<file path="config.mk">
export PLATFORM = sky130hd
export DESIGN_NAME = serial_addsub_ctrl
export DESIGN_NICKNAME = d
export VERILOG_FILES = /design/src/rtl/addsub_pkg.sv /design/src/rtl/serial_addsub_ctrl_fa.sv /design/src/rtl/serial_addsub_ctrl.sv
export SDC_FILE = /design/constraint.sdc
export NUM_CORES = 1
export LEC_CHECK = 0
export BUFFER_PORTS_ARGS = -buffer_cell sky130_fd_sc_hd__buf_2
export CAP_MARGIN = 25
export CORE_MARGIN = 2
export CORE_UTILIZATION = 45
export CTS_CLUSTER_SIZE = 8
export DETAILED_ROUTE_END_ITERATION = 10
export GPL_ROUTABILITY_DRIVEN = 0
export PLACE_DENSITY = 0.65
export SLEW_MARGIN = 30
export SYNTH_ARGS = -nofsm -noshare
export SYNTH_HDL_FRONTEND = slang
export SYNTH_HIERARCHICAL = 1
export SYNTH_SLANG_ARGS = --single-unit
</file>
<file path="constraint.sdc">
create_clock -name i_clk -period 3.8 [get_ports i_clk]
set_input_delay 0.38 -clock i_clk [delete_from_list [all_inputs] [get_ports i_clk]]
set_output_delay 0.38 -clock i_clk [all_outputs]
set_load 0.02 [all_outputs]
</file>
<file path="src/rtl/addsub_pkg.sv">
// Shared definitions for the bit-serial add/subtract controller.
package addsub_pkg;

  localparam int unsigned DEFAULT_WIDTH = 8;

  typedef enum logic [1:0] {
    IDLE = 2'd0,
    RUN  = 2'd1,
    DONE = 2'd2
  } state_e;

endpackage

</file>
<file path="src/rtl/serial_addsub_ctrl_fa.sv">
// One-bit full adder: the only arithmetic element of the serial datapath.
module fullAdder (
  input  logic i_a,
  input  logic i_b,
  input  logic i_cin,
  output logic o_sum,
  output logic o_cout
);

  // Sum and carry of a single bit slice.
  always_comb begin
    o_sum  = i_a ^ i_b ^ i_cin;
    o_cout = (i_a & i_b) | (i_cin & (i_a ^ i_b));
  end

endmodule

</file>
<file path="src/rtl/serial_addsub_ctrl.sv">
// Bit-serial adder/subtractor: LSB first, one bit per clock through one
// full-adder cell. Subtraction is A + ~B + 1 (operand inverted on load,
// carry flop preset to 1).
module serial_addsub_ctrl
  import addsub_pkg::*;
#(
  parameter int unsigned WIDTH = DEFAULT_WIDTH
) (
  input  logic             i_clk,
  input  logic             i_rst_n,
  input  logic             i_start,
  input  logic             i_sub,
  input  logic [WIDTH-1:0] i_a,
  input  logic [WIDTH-1:0] i_b,
  output logic             o_busy,
  output logic             o_done,
  output logic [WIDTH-1:0] o_result,
  output logic             o_carry,
  output logic             o_overflow
);

  localparam int unsigned     CNT_W = (WIDTH > 1) ? $clog2(WIDTH) : 1;
  localparam logic [CNT_W-1:0] LAST = CNT_W'(WIDTH - 1);

  state_e           state_q;
  logic [WIDTH-1:0] a_q;
  logic [WIDTH-1:0] b_q;
  logic [WIDTH-1:0] res_q;
  logic [CNT_W-1:0] cnt_q;
  logic             c_q;
  logic             carry_q;
  logic             ovf_q;
  logic             busy_q;
  logic             done_q;

  logic             sum_bit;
  logic             cout_bit;

  fullAdder u_fa (
    .i_a    (a_q[0]),
    .i_b    (b_q[0]),
    .i_cin  (c_q),
    .o_sum  (sum_bit),
    .o_cout (cout_bit)
  );

  // Control FSM and serial datapath registers; all outputs are registered.
  always_ff @(posedge i_clk or negedge i_rst_n) begin
    if (!i_rst_n) begin
      state_q <= IDLE;
      a_q     <= '0;
      b_q     <= '0;
      res_q   <= '0;
      cnt_q   <= '0;
      c_q     <= 1'b0;
      carry_q <= 1'b0;
      ovf_q   <= 1'b0;
      busy_q  <= 1'b0;
      done_q  <= 1'b0;
    end else begin
      case (state_q)
        IDLE, DONE: begin
          done_q <= 1'b0;
          if (i_start) begin
            a_q     <= i_a;
            b_q     <= i_b ^ {WIDTH{i_sub}};
            c_q     <= i_sub;
            cnt_q   <= '0;
            busy_q  <= 1'b1;
            state_q <= RUN;
          end else begin
            state_q <= IDLE;
          end
        end
        RUN: begin
          res_q <= {sum_bit, res_q[WIDTH-1:1]};
          a_q   <= a_q >> 1;
          b_q   <= b_q >> 1;
          c_q   <= cout_bit;
          if (cnt_q == LAST) begin
            // c_q here is the carry into the MSB slice.
            carry_q <= cout_bit;
            ovf_q   <= c_q ^ cout_bit;
            busy_q  <= 1'b0;
            done_q  <= 1'b1;
            state_q <= DONE;
          end else begin
            cnt_q <= cnt_q + CNT_W'(1);
          end
        end
        default: begin
          busy_q  <= 1'b0;
          done_q  <= 1'b0;
          state_q <= IDLE;
        end
      endcase
    end
  end

  // Drive ports straight from the registers.
  always_comb begin
    o_busy     = busy_q;
    o_done     = done_q;
    o_result   = res_q;
    o_carry    = carry_q;
    o_overflow = ovf_q;
  end

endmodule

</file>
==> results of run 1 <==
-- area by class of cell --
cell class	count	area, sq um
timing repair buffer	32	163
sequential	34	851
tap	46	57.6
fill	309	1540
clock inverter	2	12.5
inverter	3	11.3
multi-input combinational	75	601
clock buffer	6	51.3
-- worst max-delay path, stage by stage, from the launching register on --
cell	delay, ps
sky130_fd_sc_hd__dfrtp_1	430
sky130_fd_sc_hd__nor2b_1	660
sky130_fd_sc_hd__nor2_4	200
sky130_fd_sc_hd__a221o_1	350
-- sequential cells by signal, indices dropped and copies added, names as in the netlist, 2 cells and up --
| name | cells |
|---|---|
| a_q | 8 |
| o_result | 8 |
| cnt_q | 3 |
| state_q | 2 |
| b_q | 8 |
-- metrics by stage --
step / cell area [sq um] / setup slack, ps
2_1_floorplan: 1520 / 2360
3_3_place_gp: 1680 / 1970
3_5_place_dp: 1680 / 1920
4_1_cts: 1750 / 1990
5_1_grt: 1750 / 1870
6_report: 1750 / 2040
-- logic make-up (layout without fill, tap and decap cells) --
family / Yosys count / after routing / synth area share
flip-flops: 34 / 34 / 0.562
AO/OA/AOI/OAI: 32 / 32 / 0.167
AND/OR/NAND/NOR: 21 / 21 / 0.0710
buffers and inverters: 10 / 43 / 0.0438
XOR/XNOR: 9 / 9 / 0.0520
multiplexers: 9 / 9 / 0.0669
adder cells (fa/ha/maj): 4 / 4 / 0.0380
-- layout by cell type, fill, tap and decap left out --
master	count
sky130_fd_sc_hd__o21ai_0	1
sky130_fd_sc_hd__buf_4	1
sky130_fd_sc_hd__a21o_1	8
sky130_fd_sc_hd__nor2_4	1
sky130_fd_sc_hd__xnor2_1	8
sky130_fd_sc_hd__nor2_1	11
sky130_fd_sc_hd__clkinvlp_4	1
sky130_fd_sc_hd__and2_4	1
sky130_fd_sc_hd__clkbuf_4	5
sky130_fd_sc_hd__inv_2	1
sky130_fd_sc_hd__nor2b_2	1
sky130_fd_sc_hd__a221o_1	7
sky130_fd_sc_hd__nor2b_1	1
sky130_fd_sc_hd__buf_2	31
sky130_fd_sc_hd__o21ai_1	4
sky130_fd_sc_hd__dfrtp_1	34
sky130_fd_sc_hd__ha_1	3
sky130_fd_sc_hd__clkbuf_8	1
sky130_fd_sc_hd__fa_1	1
sky130_fd_sc_hd__or3b_1	1
sky130_fd_sc_hd__mux2_1	9
sky130_fd_sc_hd__nand3_1	3
sky130_fd_sc_hd__a22o_1	10
sky130_fd_sc_hd__nand2b_1	1
sky130_fd_sc_hd__inv_1	2
sky130_fd_sc_hd__nand2_1	1
sky130_fd_sc_hd__clkinv_2	1
sky130_fd_sc_hd__a21oi_1	2
sky130_fd_sc_hd__xor2_1	1
-- worst min-delay path by stage --
stage | start | to | slack, ps | cells past startpoint
final | i_rst_n | a_q[2] | 90 | 1
after global routing | i_rst_n | o_result[2] | 140 | 1
after CTS | i_rst_n | a_q[7] | 110 | 1
after detailed placement | a_q[6] | a_q[6] | 470 | 1
after global placement | a_q[5] | a_q[5] | 460 | 1
after floorplan | i_rst_n | a_q[0] | 80 | 0
-- per-layer routing --
| metal | share of wire | vias up |
|---|---|---|
| li1 | - | 491 |
| met1 | 0.47 | 474 |
| met2 | 0.45 | 31 |
| met3 | 0.064 | 4 |
| met4 | 0.011 | 0 |
| met5 | 0 | - |
-- power by group through the flow --
stage               Combinational, mW  Sequential, mW  Clock (mW)
global placement                0.628           0.645           0
finish                          0.643           0.648       0.211
detailed placement              0.651           0.653           0
CTS                             0.654           0.649       0.216
floorplan                       0.443           0.711           0
global route                    0.724           0.671       0.239
==> Flow_metrics.wiki, run 1 <==
{| class="wikitable"
! Metric !! Value
|-
| Final Hold Violating Endpoints || 0
|-
| Clock input transition at the sequential cells of the worst setup and hold paths || ~110 ps
|-
| Postcts setup bufs || 0
|-
| First-iteration detailed-routing DRC count || 63
|-
| Number of antenna violations at the first check in global routing || 0
|-
| Maximum ir drop on the vdd rail || about 0.00032 V
|-
| Global-route track usage on met1 || 0.228
|-
| Area overhead of the layout relative to synthesis || 15.3%
|-
| Setup Crit Path Kind || reg -> reg
|-
| Number of non-filler instances in the completed layout || a little under 200
|-
| Leakage power total || a little under 0.9 nW
|-
| Kind of end point of the critical path || register
|-
| Slew Viols, Final || 0
|-
| Total power divided by cell area || 860 nW/um^2
|-
| Starting density of the core || 0.461
|-
| Largest cells by area after synthesis || sky130_fd_sc_hd__dfrtp_1 (56%), sky130_fd_sc_hd__mux2_1 (6.7%), sky130_fd_sc_hd__a22o_1 (5.8%)
|-
| Synth Net Count || approximately 140
|-
| Sink count of the clock tree || 34
|-
| Count of flip-flops with a built-in enable after synthesis || 0
|-
| Global-route wire length before repair || ~4.4 mm
|-
| Remaining number of nets flagged by the antenna check after routing || 0
|-
| R2R Path Start || state_q[0]
|-
| Fraction of layout instances using a drive strength above 1 || 0.289
|-
| Number of placement rows || 21
|-
| Asr flop ratio synth || 1.00
|-
| Quantity of hold-fixing buffers added after cts || 0
|-
| Reg2Reg Setup Slack || about 2000 ps
|-
| Final cell utilization of the core || 0.532
|-
| Clock power frac || 0.141
|-
| Die outline height || a little over 60 um
|-
| Reg power frac || 0.431
|-
| Number of detailed-routing iterations run before antenna repair || 4
|-
| Crit start category || register
|-
| GRT busiest layer || met2
|-
| Maximum operating frequency || around 570 MHz
|-
| Cell with the most instances after synthesis || sky130_fd_sc_hd__dfrtp_1
|-
| Port Buffer Count || 31
|-
| Worst Clk Skew || approximately 13 ps
|-
| Switching power share of the total || 0.386
|-
| Via count normalized by instance count || around 5.1
|-
| Post-synthesis cell type count || 26
|-
| Max_cap viols || 0
|-
| Most used DFF post-synth || sky130_fd_sc_hd__dfrtp_1
|-
| HPWL after detailed placement || ~1.8 mm
|-
| Deepest level of the CTS H-tree || 2
|-
| Count of vias placed by the detailed router || ~1,000
|-
| Fraction of met3 tracks used by global routing || 0.0559
|-
| Switching Power || 580 uW
|-
| Cell count after synthesis || ~120
|-
| Final-report setup violation count || 0
|-
| Count of synthesis-stage warnings from yosys || 6
|-
| Maximum number of pins on one net before global-route repair || 35
|-
| Number of antenna cells inserted || 0
|-
| Routed WL || 2.71 mm
|-
| RSZ-0062 raised after global routing || no
|-
| Worst hold path class || in -> async
|-
| Sum of negative setup slack || 0 ps
|-
| Measured slew at the worst slew-check pin || 829 ps
|-
| I/O pin cnt || 32
|-
| Run status || finished, final reports clean
|-
| Commonest cells post-synth || sky130_fd_sc_hd__dfrtp_1 (34), sky130_fd_sc_hd__nor2_1 (11), sky130_fd_sc_hd__a22o_1 (10)
|-
| Syn Std Cell Area || ~1500 sq um
|-
| Mean routed wirelength per cell || approximately 14 um
|-
| Count of instances resized after the clock tree is built || 0
|-
| Final routed DRC violation total || 0
|-
| Most area-hungry cell type in the Yosys netlist || sky130_fd_sc_hd__dfrtp_1
|-
| Per-instance average area after synthesis || roughly 13 sq um
|-
| Capture point of the critical path || b_q[0]
|-
| Data required time at the worst endpoint || between 4000 and 5000 ps
|-
| Worst-Skew Late Latency || 340 ps
|-
| R2r endpoint || b_q[0]
|-
| First element of the critical path || state_q[0]
|-
| Fin crit period || around 1800 ps
|-
| Met2 demand-to-capacity share in global routing || 0.235
|-
| Remaining Overflow, GRT || 0
|-
| Area share of the largest cell type after synthesis || 0.562
|-
| Root buffer selected by CTS || sky130_fd_sc_hd__clkbuf_4
|-
| Endpoint arrival time on the critical path || between 1500 and 2000 ps
|-
| #FFs+latches synth || 34
|-
| Number of buffers on the longest clock path || 2
|-
| Die area || 3850 sq um
|-
| Worst rel slew slack || 0.446
|-
| Number of global-route vias before repair || slightly above 900
|-
| Logic depth of the worst register-to-register path || 3
|-
| Hold_ws || slightly below 90 ps
|-
| Critical path peak fanout || 17
|-
| Proportion of synthesized chip area in sequential cells || 0.562
|-
| Total power consumption of the routed design || roughly 1.5 mW
|-
| Total internal power || about 900 uW
|-
| Portion of the clock cycle consumed by the worst path in the final layout || 0.463
|-
| Clock tree from TritonCTS || done
|-
| Area of the placeable core || 3280 sq um
|-
| Aggregate global-route resource usage || 0.164
|-
| Placed Cells incl. Taps || 190
|-
| Number of CTS-inserted buffers || 5
|-
| Portion of total power attributed to combinational logic || 0.428
|-
| X dimension of the die || 62.0 um
|-
| Nets@finish || between 150 and 200
|}
No activity file was read; power rests on OpenSTA's default activity.
==> run 2, diff against run 1 <==
--- a/config.mk
+++ b/config.mk
@@ -5,6 +5,7 @@
 export SDC_FILE = /design/constraint.sdc
 export NUM_CORES = 1
 export LEC_CHECK = 0
+export ABC_AREA = 1
 export BUFFER_PORTS_ARGS = -buffer_cell sky130_fd_sc_hd__buf_2
 export CAP_MARGIN = 25
 export CORE_MARGIN = 2
@@ -12,7 +13,7 @@
 export CTS_CLUSTER_SIZE = 8
 export DETAILED_ROUTE_END_ITERATION = 10
 export GPL_ROUTABILITY_DRIVEN = 0
-export PLACE_DENSITY = 0.65
+export PLACE_DENSITY = 0.64
 export SLEW_MARGIN = 30
 export SYNTH_ARGS = -nofsm -noshare
 export SYNTH_HDL_FRONTEND = slang
==> constraint.sdc (replaced) <==
create_clock -name i_clk -period 1.7 [get_ports i_clk]
set_input_delay 0.17 -clock i_clk [delete_from_list [all_inputs] [get_ports i_clk]]
set_output_delay 0.17 -clock i_clk [all_outputs]
set_load 0.02 [all_outputs]
==> run 2 against run 1 <==
Net effect: clock power increased to 3.3 times the previous value; total power increased by 140%; largest power group unchanged; combinational power increased by 120%; hold slack got worse by 12 ps; sequential cell count unchanged; register-to-register slack got worse by 1700 ps; synthesized area increased by 9.2%; critical endpoint is now o_carry.
==> Flow_metrics.wiki, run 2 <==
{| class="wikitable"
! Metric !! Value
|-
| RSZ-0062 raised after global routing || no (unchanged)
|-
| Portion of the clock cycle consumed by the worst path in the final layout || 0.807 (was 0.463)
|-
| Sum of negative setup slack || 0 ps (unchanged)
|-
| Capture point of the critical path || o_carry (was b_q[0])
|-
| Most common cell after layout, fill and taps aside || sky130_fd_sc_hd__nand2_1 (was sky130_fd_sc_hd__dfrtp_1)
|-
| GRT busiest layer || met2 (unchanged)
|-
| First element of the critical path || state_q[0] (unchanged)
|-
| Clock tree from TritonCTS || done (unchanged)
|-
| Met2 demand-to-capacity share in global routing || 0.277 (was 0.235)
|-
| R2R Path Start || state_q[0] (unchanged)
|-
| Proportion of synthesized chip area in sequential cells || 0.514 (was 0.562)
|-
| Critical path peak fanout || 16 (was 17)
|-
| Setup Crit Path Kind || reg -> reg (unchanged)
|-
| Worst Clk Skew || 7.60 ps (was 12.8 ps)
|-
| Die area || 4180 sq um (was 3850 sq um)
|-
| Clock input transition at the sequential cells of the worst setup and hold paths || 70 ps (was 110 ps)
|-
| Nets@finish || 268 (was 175)
|-
| Crit start category || register (unchanged)
|-
| Leakage power total || 1.11 nW (was 0.876 nW)
|-
| Worst rel slew slack || 0.517 (was 0.446)
|-
| Cell with the biggest individual delay on the critical path || sky130_fd_sc_hd__dfrtp_1 (was sky130_fd_sc_hd__nor2b_1)
|-
| Fraction of layout instances using a drive strength above 1 || 0.200 (was 0.289)
|-
| Kind of end point of the critical path || register (unchanged)
|-
| Crit. path cell count || 5 (was 3)
|-
| Worst-Skew Late Latency || 290 ps (was 340 ps)
|-
| Cell count after synthesis || 210 (was 119)
|-
| Maximum operating frequency || 729 MHz (was 568 MHz)
|-
| Global-route wire length before repair || 5.45 mm (was 4.41 mm)
|-
| Die outline height || 64.7 um (was 62.0 um)
|-
| Worst slack, placed || 316 ps (was 1920 ps)
|-
| Most area-hungry cell type in the Yosys netlist || sky130_fd_sc_hd__dfrtp_1 (unchanged)
|-
| Run status || finished, final reports clean (unchanged)
|-
| Fraction of met3 tracks used by global routing || 0.0625 (was 0.0559)
|-
| X dimension of the die || 64.7 um (was 62.0 um)
|-
| Mean routed wirelength per cell || 10.7 um (was 13.7 um)
|-
| Number of CTS-inserted buffers || 5 (unchanged)
|-
| Cells along the critical path || nand2_1 -> inv_2 -> nand2_1 -> nand2_1 -> nand2_1 (was nor2b_1 -> nor2_4 -> a221o_1)
|-
| Number of placement rows || 22 (was 21)
|-
| Maximum ir drop on the vdd rail || 0.000599 V (was 0.000321 V)
|-
| Count of flip-flops with a built-in enable after synthesis || 0 (unchanged)
|-
| Commonest cells post-synth || sky130_fd_sc_hd__nand2_1 (81), sky130_fd_sc_hd__nand3_1 (40), sky130_fd_sc_hd__dfrtp_1 (34) (was sky130_fd_sc_hd__dfrtp_1 (34), sky130_fd_sc_hd__nor2_1 (11), sky130_fd_sc_hd__a22o_1 (10))
|-
| Worst hold path class || in -> reg (was in -> async)
|-
| Most prevalent standard cell on the critical path || sky130_fd_sc_hd__nand2_1
|-
| Postcts setup bufs || 0 (unchanged)
|-
| Largest cells by area after synthesis || sky130_fd_sc_hd__dfrtp_1 (51%), sky130_fd_sc_hd__nand2_1 (18%), sky130_fd_sc_hd__nand3_1 (12%) (was sky130_fd_sc_hd__dfrtp_1 (56%), sky130_fd_sc_hd__mux2_1 (6.7%), sky130_fd_sc_hd__a22o_1 (5.8%))
|-
| Final Hold Violating Endpoints || 0 (unchanged)
|-
| Number of buffers on the longest clock path || 2 (unchanged)
|-
| Synth Net Count || 234 (was 143)
|-
| Cell with the most instances after synthesis || sky130_fd_sc_hd__nand2_1 (was sky130_fd_sc_hd__dfrtp_1)
|-
| Count of instances resized after the clock tree is built || 0 (unchanged)
|-
| Max incr delay on CP || 590 ps (was 660 ps)
|-
| Family of cells with the greatest summed delay on the critical path || flip-flops (was simple AND/OR/NAND/NOR gates)
|-
| Final instance area || 1960 sq um (was 1750 sq um)
|-
| First-iteration detailed-routing DRC count || 105 (was 63)
|-
| Logic depth of the worst register-to-register path || 5 (was 3)
|-
| Per-instance average area after synthesis || 7.88 sq um (was 12.7 sq um)
|-
| Total power divided by cell area || 1810 nW/um^2 (was 860 nW/um^2)
|-
| Deepest level of the CTS H-tree || 2 (unchanged)
|-
| Most used DFF post-synth || sky130_fd_sc_hd__dfrtp_1 (unchanged)
|-
| #FFs+latches synth || 34 (unchanged)
|-
| Data required time at the worst endpoint || 1870 ps (was 4020 ps)
|-
| Fin crit period || 1370 ps (was 1760 ps)
|-
| Measured slew at the worst slew-check pin || 725 ps (was 829 ps)
|-
| Number of antenna violations at the first check in global routing || 0 (unchanged)
|-
| Endpoint arrival time on the critical path || 1550 ps (was 1980 ps)
|-
| R2r endpoint || o_carry (was b_q[0])
|-
| Remaining number of nets flagged by the antenna check after routing || 0 (unchanged)
|-
| Port Buffer Count || 31 (unchanged)
|-
| Reg2Reg Setup Slack || 330 ps (was 2040 ps)
|-
| Final-report setup violation count || 0 (unchanged)
|-
| Number of antenna cells inserted || 0 (unchanged)
|-
| Max_cap viols || 0 (unchanged)
|-
| Root buffer selected by CTS || sky130_fd_sc_hd__clkbuf_8 (was sky130_fd_sc_hd__clkbuf_4)
|-
| Routed WL || 3.13 mm (was 2.71 mm)
|-
| Number of detailed-routing iterations run before antenna repair || 4 (unchanged)
|-
| I/O pin cnt || 32 (unchanged)
|-
| Area overhead of the layout relative to synthesis || 18.3% (was 15.3%)
|-
| HPWL after detailed placement || 2.23 mm (was 1.84 mm)
|-
| Area post-placement || 1840 sq um (was 1680 sq um)
|-
| Number of global-route vias before repair || 1,255 (was 934)
|-
| Commonest cells after routing, fill and taps aside || sky130_fd_sc_hd__nand2_1 (81), sky130_fd_sc_hd__nand3_1 (40), sky130_fd_sc_hd__dfrtp_1 (34) (was sky130_fd_sc_hd__dfrtp_1 (34), sky130_fd_sc_hd__buf_2 (31), sky130_fd_sc_hd__nor2_1 (11))
|-
| Sink count of the clock tree || 34 (unchanged)
|-
| Aggregate global-route resource usage || 0.175 (was 0.164)
|-
| Asr flop ratio synth || 1.00 (unchanged)
|-
| Syn Std Cell Area || 1660 sq um (was 1520 sq um)
|-
| Final cell utilization of the core || 0.543 (was 0.532)
|-
| Via count normalized by instance count || 4.64 (was 5.05)
|-
| Maximum number of pins on one net before global-route repair || 35 (unchanged)
|-
| Post-synthesis cell type count || 16 (was 26)
|-
| Starting density of the core || 0.459 (was 0.461)
|-
| Count of synthesis-stage warnings from yosys || 6 (unchanged)
|-
| Buffers and inverters on the worst path || 1 (was 0)
|-
| Remaining Overflow, GRT || 0 (unchanged)
|-
| Area of the placeable core || 3610 sq um (was 3280 sq um)
|-
| Global-route track usage on met1 || 0.218 (was 0.228)
|-
| Final worst slack || 329 ps (was 2040 ps)
|-
| Slew Viols, Final || 0 (unchanged)
|-
| Final routed DRC violation total || 0 (unchanged)
|-
| Filler cell count || 366 (was 309)
|-
| Total power consumption of the routed design || 3.54 mW (was 1.50 mW)
|-
| Count of vias placed by the detailed router || 1,360 (was 1,000)
|-
| Area share of the largest cell type after synthesis || 0.514 (was 0.562)
|}
==> run 2: changes by cell type in the layout (fill, tap and decap cells not counted), sizes merged, moves of 3 or more <==
| cell | change |
|---|---|
| a22o | -10 |
| inv | +24 |
| nor2 | -6 |
| a21o | -8 |
| mux2 | -9 |
| a221o | -7 |
| nand3 | +37 |
| nand2 | +81 |
| o21ai | +3 |
| xnor2 | -8 |
==> run 2: cell families after synthesis <==
logic type,after synthesis,share of synthesized area
compound gates,8,0.0242
xor+xnor,1,0.00529
fa+ha+maj,4,0.0348
buf+inv,34,0.0899
flops,34,0.514
simple gates,129,0.332
==> run 2: power breakdown <==
part           switching [mW]  leakage (nW)  total [mW]  internal (mW)
clock network           0.281        0.0575       0.690          0.409
logic                   0.890         0.628        1.41          0.518
registers               0.258         0.426        1.44           1.18
total                    1.43          1.11        3.54           2.11
==> run 2: repair_timing <==
action                     4_1_cts  5_1_grt
hold endpoints to repair        34        0
setup endpoints to repair        0        0
hold buffers                     1        0
==> run 2: cell type report <==
class	count	area [sq um]	area share
multi-input combinational	142	656	0.335
clock buffer	8	110	0.0562
tap	48	60.1	0.0307
inverter	27	101	0.0518
sequential	34	851	0.435
timing repair buffer	34	180	0.0920
==> run 2: stage by stage <==
stage / instances / hold slack (ps)
2_1_floorplan: 210 / -126
5_1_grt: 293 / 101
3_3_place_gp: 284 / 275
3_5_place_dp: 284 / 274
4_1_cts: 293 / 76.8
6_report: 293 / 77.7
==> run 2: worst min-delay path by stage <==
stage | from | to | slack, ps | cells past startpoint
finish | i_a[7] | a_q[7] | 80 | 3
global route | i_a[7] | a_q[7] | 100 | 3
CTS | i_a[7] | a_q[7] | 80 | 3
detailed placement | i_rst_n | o_result[1] | 270 | 1
global placement | i_rst_n | o_result[0] | 270 | 1
floorplan | i_rst_n | a_q[0] | -130 | 0
==> run 2: worst reg2reg max path, cell delays in order, from the launching register on <==
cell,delay [ps]
sky130_fd_sc_hd__dfrtp_1,590
sky130_fd_sc_hd__nand2_1,190
sky130_fd_sc_hd__inv_2,240
sky130_fd_sc_hd__nand2_1,110
sky130_fd_sc_hd__nand2_1,70
sky130_fd_sc_hd__nand2_1,50
==> run 2: routing by layer <==
layer | part of all wire | vias up
met5 | 0 | -
met4 | 0.017 | 0
met3 | 0.036 | 5
met2 | 0.45 | 19
met1 | 0.49 | 616
li1 | - | 720
